===== config.mk =====
export PLATFORM = sky130hd
export DESIGN_NAME = fetch_unit
export DESIGN_NICKNAME = d
export VERILOG_FILES = /design/src/rtl/fetch_unit.sv
export SDC_FILE = /design/constraint.sdc
export NUM_CORES = 1
export LEC_CHECK = 0
export ABC_AREA = 1
export BUFFER_PORTS_ARGS = -buffer_cell sky130_fd_sc_hd__clkbuf_2
export CAP_MARGIN = 15
export CORE_MARGIN = 1.5
export CORE_UTILIZATION = 35
export CTS_CLUSTER_SIZE = 8
export DETAILED_ROUTE_END_ITERATION = 6
export PLACE_DENSITY = 0.65
export REMOVE_ABC_BUFFERS = 1
export SYNTH_ARGS = -nofsm -noshare
export SYNTH_HDL_FRONTEND = slang
export SYNTH_SLANG_ARGS = --single-unit
export TNS_END_PERCENT = 100

===== constraint.sdc =====
create_clock -name clk -period 10.6 [get_ports clk]
set_clock_uncertainty 0.15 [all_clocks]
set_input_delay 0 -clock clk [delete_from_list [all_inputs] [get_ports clk]]
set_output_delay 0 -clock clk [all_outputs]
set_load 0.005 [all_outputs]

===== src/rtl/fetch_unit.sv =====
// ---------------------------------------------------------------------------
// fetch_unit
//   Instruction fetch front end. Issues word fetches to an in-order
//   instruction memory and keeps at most two words in flight or buffered.
//   Returned words are held in a 2-entry queue and presented to decode.
//   Taken branches/jumps (PCSrc) redirect the fetch PC to pc_out + immExt,
//   flush the queue and drop any responses still outstanding.
//
// Parameters
//   RESET_PC    first fetch address after reset
//   NOP_INSTR   value on instruction while nothing valid is presented
//
// Ports
//   clk          clock, rising edge
//   reset        synchronous, active-low reset
//   imem_req     fetch request valid
//   imem_addr    word-aligned fetch address (current fetch PC)
//   imem_ready   memory accepts the request this cycle
//   imem_rvalid  in-order response valid
//   imem_rdata   response instruction word
//   stall        decode is not accepting this cycle
//   PCSrc        redirect for the presented instruction
//   immExt       extended immediate of the presented instruction
//   instruction  head instruction (NOP_INSTR when empty)
//   pc_out       PC of head instruction (last presented PC when empty)
//   inst_valid   instruction/pc_out valid
//   fetch_fault  misaligned redirect trap (only with FETCH_MISALIGN_TRAP_EN)
//
// Build option
//   FETCH_MISALIGN_TRAP_EN: a redirect target with bits[1:0] != 0 halts
//   fetching and raises fetch_fault until reset. When undefined the port
//   does not exist and target bits[1:0] are cleared.
// ---------------------------------------------------------------------------
`timescale 1ns/1ps
module fetch_unit #(
  parameter logic [31:0] RESET_PC  = 32'h0000_0000,
  parameter logic [31:0] NOP_INSTR = 32'h0000_0013
) (
  input  logic        clk,
  input  logic        reset,
  output logic        imem_req,
  output logic [31:0] imem_addr,
  input  logic        imem_ready,
  input  logic        imem_rvalid,
  input  logic [31:0] imem_rdata,
  input  logic        stall,
  input  logic        PCSrc,
  input  logic [31:0] immExt,
  output logic [31:0] instruction,
  output logic [31:0] pc_out,
  output logic        inst_valid
`ifdef FETCH_MISALIGN_TRAP_EN
  ,
  output logic        fetch_fault
`endif
);

  typedef enum logic [1:0] {
    ST_RUN   = 2'd0,
    ST_FLUSH = 2'd1,
    ST_HALT  = 2'd2
  } state_t;

  state_t      r_state, w_state_next;
  logic [31:0] r_fpc, w_fpc_next;
  logic [31:0] r_q_pc    [2];
  logic [31:0] r_q_instr [2];
  logic        r_q_head, w_q_head_next;
  logic [1:0]  r_q_count, w_q_count_next;
  logic [1:0]  r_inflight, w_inflight_next;
  logic [1:0]  r_discard, w_discard_next;
  logic [31:0] r_last_pc;

  logic        w_accept, w_resp, w_redirect, w_pop, w_push, w_trap;
  logic [31:0] w_target, w_target_eff, w_resp_pc;
  logic [1:0]  w_pend;
  logic [2:0]  w_occupancy;
  logic        w_wr_idx;
  logic [1:0]  w_wr_en;

  // Presentation of the queue head.
  assign inst_valid  = (r_q_count != 2'd0);
  assign instruction = inst_valid ? r_q_instr[r_q_head] : NOP_INSTR;
  assign pc_out      = inst_valid ? r_q_pc[r_q_head]    : r_last_pc;

  // Buffered plus outstanding words never exceed two.
  assign w_occupancy = {1'b0, r_q_count} + {1'b0, r_inflight};
  assign w_redirect  = inst_valid & PCSrc;

  // Gated by the reset input so nothing is accepted while reset is held;
  // no request in a redirect cycle because r_fpc is stale there.
  assign imem_req  = reset & (r_state != ST_HALT) & (w_occupancy < 3'd2) & ~w_redirect;
  assign imem_addr = r_fpc;

  assign w_accept = imem_req & imem_ready;
  assign w_resp   = imem_rvalid & (r_inflight != 2'd0);
  assign w_pop    = inst_valid & ~stall & ~PCSrc;
  assign w_push   = w_resp & (r_discard == 2'd0) & ~w_redirect;

  // Non-discarded outstanding requests were issued contiguously ending at
  // r_fpc - 4, so the oldest of them (the one returning) is r_fpc - 4*pend.
  assign w_pend    = r_inflight - r_discard;
  assign w_resp_pc = r_fpc - {28'd0, w_pend, 2'b00};

  assign w_target = pc_out + immExt;
`ifdef FETCH_MISALIGN_TRAP_EN
  assign w_trap       = (w_target[1:0] != 2'b00);
  assign w_target_eff = w_target;
  assign fetch_fault  = (r_state == ST_HALT);
`else
  assign w_trap       = 1'b0;
  assign w_target_eff = w_target & ~32'h3;
`endif

  assign w_inflight_next = r_inflight + {1'b0, w_accept} - {1'b0, w_resp};

  // Tail slot: head when empty, the other slot when one entry is held.
  assign w_wr_idx = r_q_head ^ r_q_count[0];

  generate
    for (genvar gi = 0; gi < 2; gi++) begin : g_wr_en
      assign w_wr_en[gi] = w_push & (w_wr_idx == 1'(gi));
    end
  endgenerate

  always_comb begin
    w_state_next   = r_state;
    w_fpc_next     = r_fpc;
    w_discard_next = r_discard;
    w_q_count_next = r_q_count;
    w_q_head_next  = r_q_head;
    if (w_redirect) begin
      w_fpc_next     = w_target_eff;
      // Everything still outstanding after this cycle belongs to the
      // abandoned path, including a response that returns right now.
      w_discard_next = w_inflight_next;
      w_q_count_next = 2'd0;
      if (w_trap) begin
        w_state_next = ST_HALT;
      end else if (w_inflight_next != 2'd0) begin
        w_state_next = ST_FLUSH;
      end else begin
        w_state_next = ST_RUN;
      end
    end else begin
      if (w_accept) begin
        w_fpc_next = r_fpc + 32'd4;
      end
      if (w_resp && (r_discard != 2'd0)) begin
        w_discard_next = r_discard - 2'd1;
      end
      w_q_count_next = r_q_count + {1'b0, w_push} - {1'b0, w_pop};
      if (w_pop) begin
        w_q_head_next = ~r_q_head;
      end
      if (r_state != ST_HALT) begin
        w_state_next = (w_discard_next != 2'd0) ? ST_FLUSH : ST_RUN;
      end
    end
  end

  always_ff @(posedge clk) begin
    if (!reset) begin
      r_state    <= ST_RUN;
      r_fpc      <= RESET_PC;
      r_q_head   <= 1'b0;
      r_q_count  <= 2'd0;
      r_inflight <= 2'd0;
      r_discard  <= 2'd0;
      r_last_pc  <= RESET_PC;
    end else begin
      r_state    <= w_state_next;
      r_fpc      <= w_fpc_next;
      r_q_head   <= w_q_head_next;
      r_q_count  <= w_q_count_next;
      r_inflight <= w_inflight_next;
      r_discard  <= w_discard_next;
      r_last_pc  <= pc_out;
    end
  end

  // Queue storage needs no reset: entries are only read when counted valid.
  always_ff @(posedge clk) begin
    for (int i = 0; i < 2; i++) begin
      if (w_wr_en[i]) begin
        r_q_pc[i]    <= w_resp_pc;
        r_q_instr[i] <= imem_rdata;
      end
    end
  end

endmodule


==> summary.txt <==
Run status
  • Status: finished with violations
  • Failing checks: design-rule violations

Clocking
  • CTS Buf Count: 17
  • Htree depth: 4
  • CTS tree: yes
  • Clk buf depth: 2
  • Clock latency on the worst-skew pair: between 0.4 and 0.5 ns
  • Worst-path clk slew: around 0.080 ns
  • Root Driver: clkbuf_16
  • CTS sink count: between 150 and 200
  • Post-cts resize count: 0
  • Setup Fix Bufs, Post-CTS: 0

Yosys
  • Yosys reg bits: 194
  • Largest cells by area after synthesis: edfxtp_1 (34%), dfxtp_1 (13%), nand2_1 (9.9%), a21oi_1 (7.2%), nor2_1 (4.7%)
  • Number of synthesized flops with an enable pin: ~120
  • Register area share after synthesis: around 47%
  • Mapped Cells: about 1300
  • Top cell type's share of synthesized area: 34.2%
  • Post-synth top flop: edfxtp_1
  • Most area-hungry cell type in the Yosys netlist: edfxtp_1
  • Synth cell types: 57
  • Syn. warnings: 0
  • Avg Inst Size Synth: just over 8 µm²
  • Post-synthesis async set-or-reset flop share: 0%
  • Syn Std Cell Area: between 10000 and 15000 µm²

GRT
  • Largest net degree at the start of global routing: 63
  • Vias in the first global route: just over 9000
  • Total Routing Usage GR: between 20% and 30%
  • Grt ovf: 0
  • Initial antenna violation count: 0
  • Global-route wire length before repair: about 50000 µm

Timing
  • Final Max Tran Viols: 0
  • Unrepaired setup endpoints after global routing: false
  • Final setup vio count: 0
  • Fmax: 0.213 GHz
  • Final Cycle Share: between 40 and 50%
  • Measured slew at the worst slew-check pin: 1.13 ns
  • Slew margin rel.: roughly a quarter
  • Post-route setup TNS: 0 ns
  • Hold WS: 0.0230 ns
  • Final min period: around 4.7 ns
  • Fin. Hold Viols: 0

Run
  • Max Cap Viol: 0

Place
  • Hpwl dp: between 20000 and 25000 µm
  • Inst Count DP: 1817
  • Port bufs: around 170
  • Routability cong.: 0.927

Routing
  • Drc violations: 1
  • Drt wl/cell: 17.6 µm
  • DR pass1 iterations: 7
  • DR vias: slightly below 10000
  • DR iter-0 viols: 792
  • Antenna violation net count after detailed routing: 0
  • DRT Wirelength: ~33000 µm
  • DR vias/cell: about 5.1

Cells and area
  • ANT cells: 0
  • Fin util: between 40% and 50%
  • Layout cell share with drive strength beyond 1: about 16%
  • Fill cells: about 3100
  • Post-route insts no fill: between 1500 and 2000
  • P&R area growth vs syn: 19.0%
  • Leading cell types in the layout, fill and taps excluded: nand2_1 (288), clkbuf_2 (165), a21oi_1 (156)
  • Most common cell after layout, fill and taps aside: nand2_1
  • Fin nets: 1589

Power and ir drop
  • Net Sw Power: 2.28 mW
  • PwrDens: approximately 360 nW/µm²
  • Maximum VDD drop: 0.000158 V
  • Clock share of power: between 10% and 20%
  • Leakage power: between 5 and 6 nW
  • Power Internal: roughly 2.4 mW
  • Sequential share of power: between 20% and 30%
  • Comb pwr share: 58.4%
  • Switching part of the total power: roughly 49%
  • Total chip power: 4.65 mW

Die
  • Die W: between 150 and 200 µm
  • Io pins: ~170
  • Die area: 32200 µm²
  • Initial core utilization: between 30% and 40%
  • Core Region: between 30000 and 40000 µm²
  • Die Y: between 150 and 200 µm
  • Site Rows: 64

Worst setup path
  • CP arrival: just under 5 ns
  • Crit end category: flop
  • Critical path class: flop to flop
  • CP Max Fanout: 62
  • Startpoint Class: flop
  • CP Data Required Time: 10.74 ns

Worst hold path
  • Worst Hold Class: input pin to flop
per-stage QoR:
step | cell area, µm² | setup slack [ns]
6_report | 13000 | 5.91
5_1_grt | 13000 | 5.56
2_1_floorplan | 10600 | 5.33
3_3_place_gp | 12000 | 6.02
3_5_place_dp | 12000 | 5.90
4_1_cts | 13000 | 5.89
worst paths after layout:
path | startpoint | end | slack [ns] | cells past startpoint
setup reg to reg | r_q_count[0] | imem_addr[6] | 5.91 | 11
hold / removal | reset | r_inflight[0] | 0.02 | 4
setup / recovery | r_q_count[0] | imem_addr[6] | 5.91 | 11
hold reg to reg | r_last_pc[1] | r_last_pc[1] | 0.29 | 2
state kept, by name (all words and copies together) (netlist names), named ones only:
name,count
imem_addr,30
r_discard,2
r_inflight,2
r_last_pc,32
r_q_count,2
r_q_head,1
r_q_instr,64
r_q_pc,60
worst max-delay path: stages (launching register included):
cell,delay (ns)
dfxtp_1,0.37
nor2_4,0.11
buf_4,0.60
inv_2,0.55
nand2_4,0.48
nand2_2,0.14
nor3_4,0.15
nand2_1,0.48
nand2_1,0.96
inv_2,0.19
a22oi_1,0.21
a21oi_1,0.09
kinds of logic after synthesis:
| logic type | synth area share, % |
|---|---|
| compound gates | 12.1 |
| fa+ha+maj | 4.85 |
| flops | 47.1 |
| simple gates | 25.2 |
| buf+inv | 6.25 |
| other cells | 0.0345 |
| xor+xnor | 4.43 |
cells in the mapped netlist, types with 3 or more instances:
cell type / instances
o21ai_1: 12
buf_4: 3
ha_1: 39
nor2_1: 135
edfxtp_1: 124
a21oi_1: 156
xor2_1: 42
buf_2: 12
o211ai_1: 6
nand3_1: 60
nor4_1: 7
nand3b_1: 8
or2_2: 4
a31oi_1: 5
nor3_2: 5
and2_1: 29
nand2_1: 288
o21bai_1: 6
buf_1: 7
nor3_1: 23
nand2_2: 5
dfxtp_1: 70
o21ai_0: 42
inv_1: 105
clkbuf_1: 35
xnor2_1: 13
o21a_1: 3
inv_2: 4
nor2_4: 5
nand4_1: 17
nor2_2: 4
metal layers:
layer	vias to the layer above	track usage, %	share of wire, %	routed length, µm
met1	4557	28.5	47	15600
met4	0	5.17	1.3	423
met2	304	33.7	45	15000
li1	4726	-	-	-
met3	29	3.95	6.4	2130
met5	-	0	0	0
cell type report:
cell class / count / area, µm² / share of cell area [%]
Clock inverter: 11 / 133 / 1.02
Multi-Input combinational cell: 946 / 5100 / 39.3
Timing Repair Buffer: 209 / 1250 / 9.66
Sequential cell: 194 / 5130 / 39.6
Tap cell: 396 / 495 / 3.82
Clock buffer: 21 / 440 / 3.40
Inverter: 110 / 413 / 3.19
power groups by stage:
stage / Clock, mW / Sequential [mW] / Combinational [mW]
floorplan: 0 / 1.26 / 1.77
global placement: 0 / 1.30 / 2.64
detailed placement: 0 / 1.30 / 2.68
CTS: 0.651 / 1.29 / 2.70
global route: 0.681 / 1.31 / 3.04
finish: 0.643 / 1.29 / 2.72
what timing repair did:
| action | 4_1_cts | 5_1_grt |
|---|---|---|
| hold endpoints to repair | 70 | 0 |
| endpoints found under the setup margin | 0 | 0 |
| hold buffers | 38 | 0 |
No activity file was read; power rests on OpenSTA's default activity.
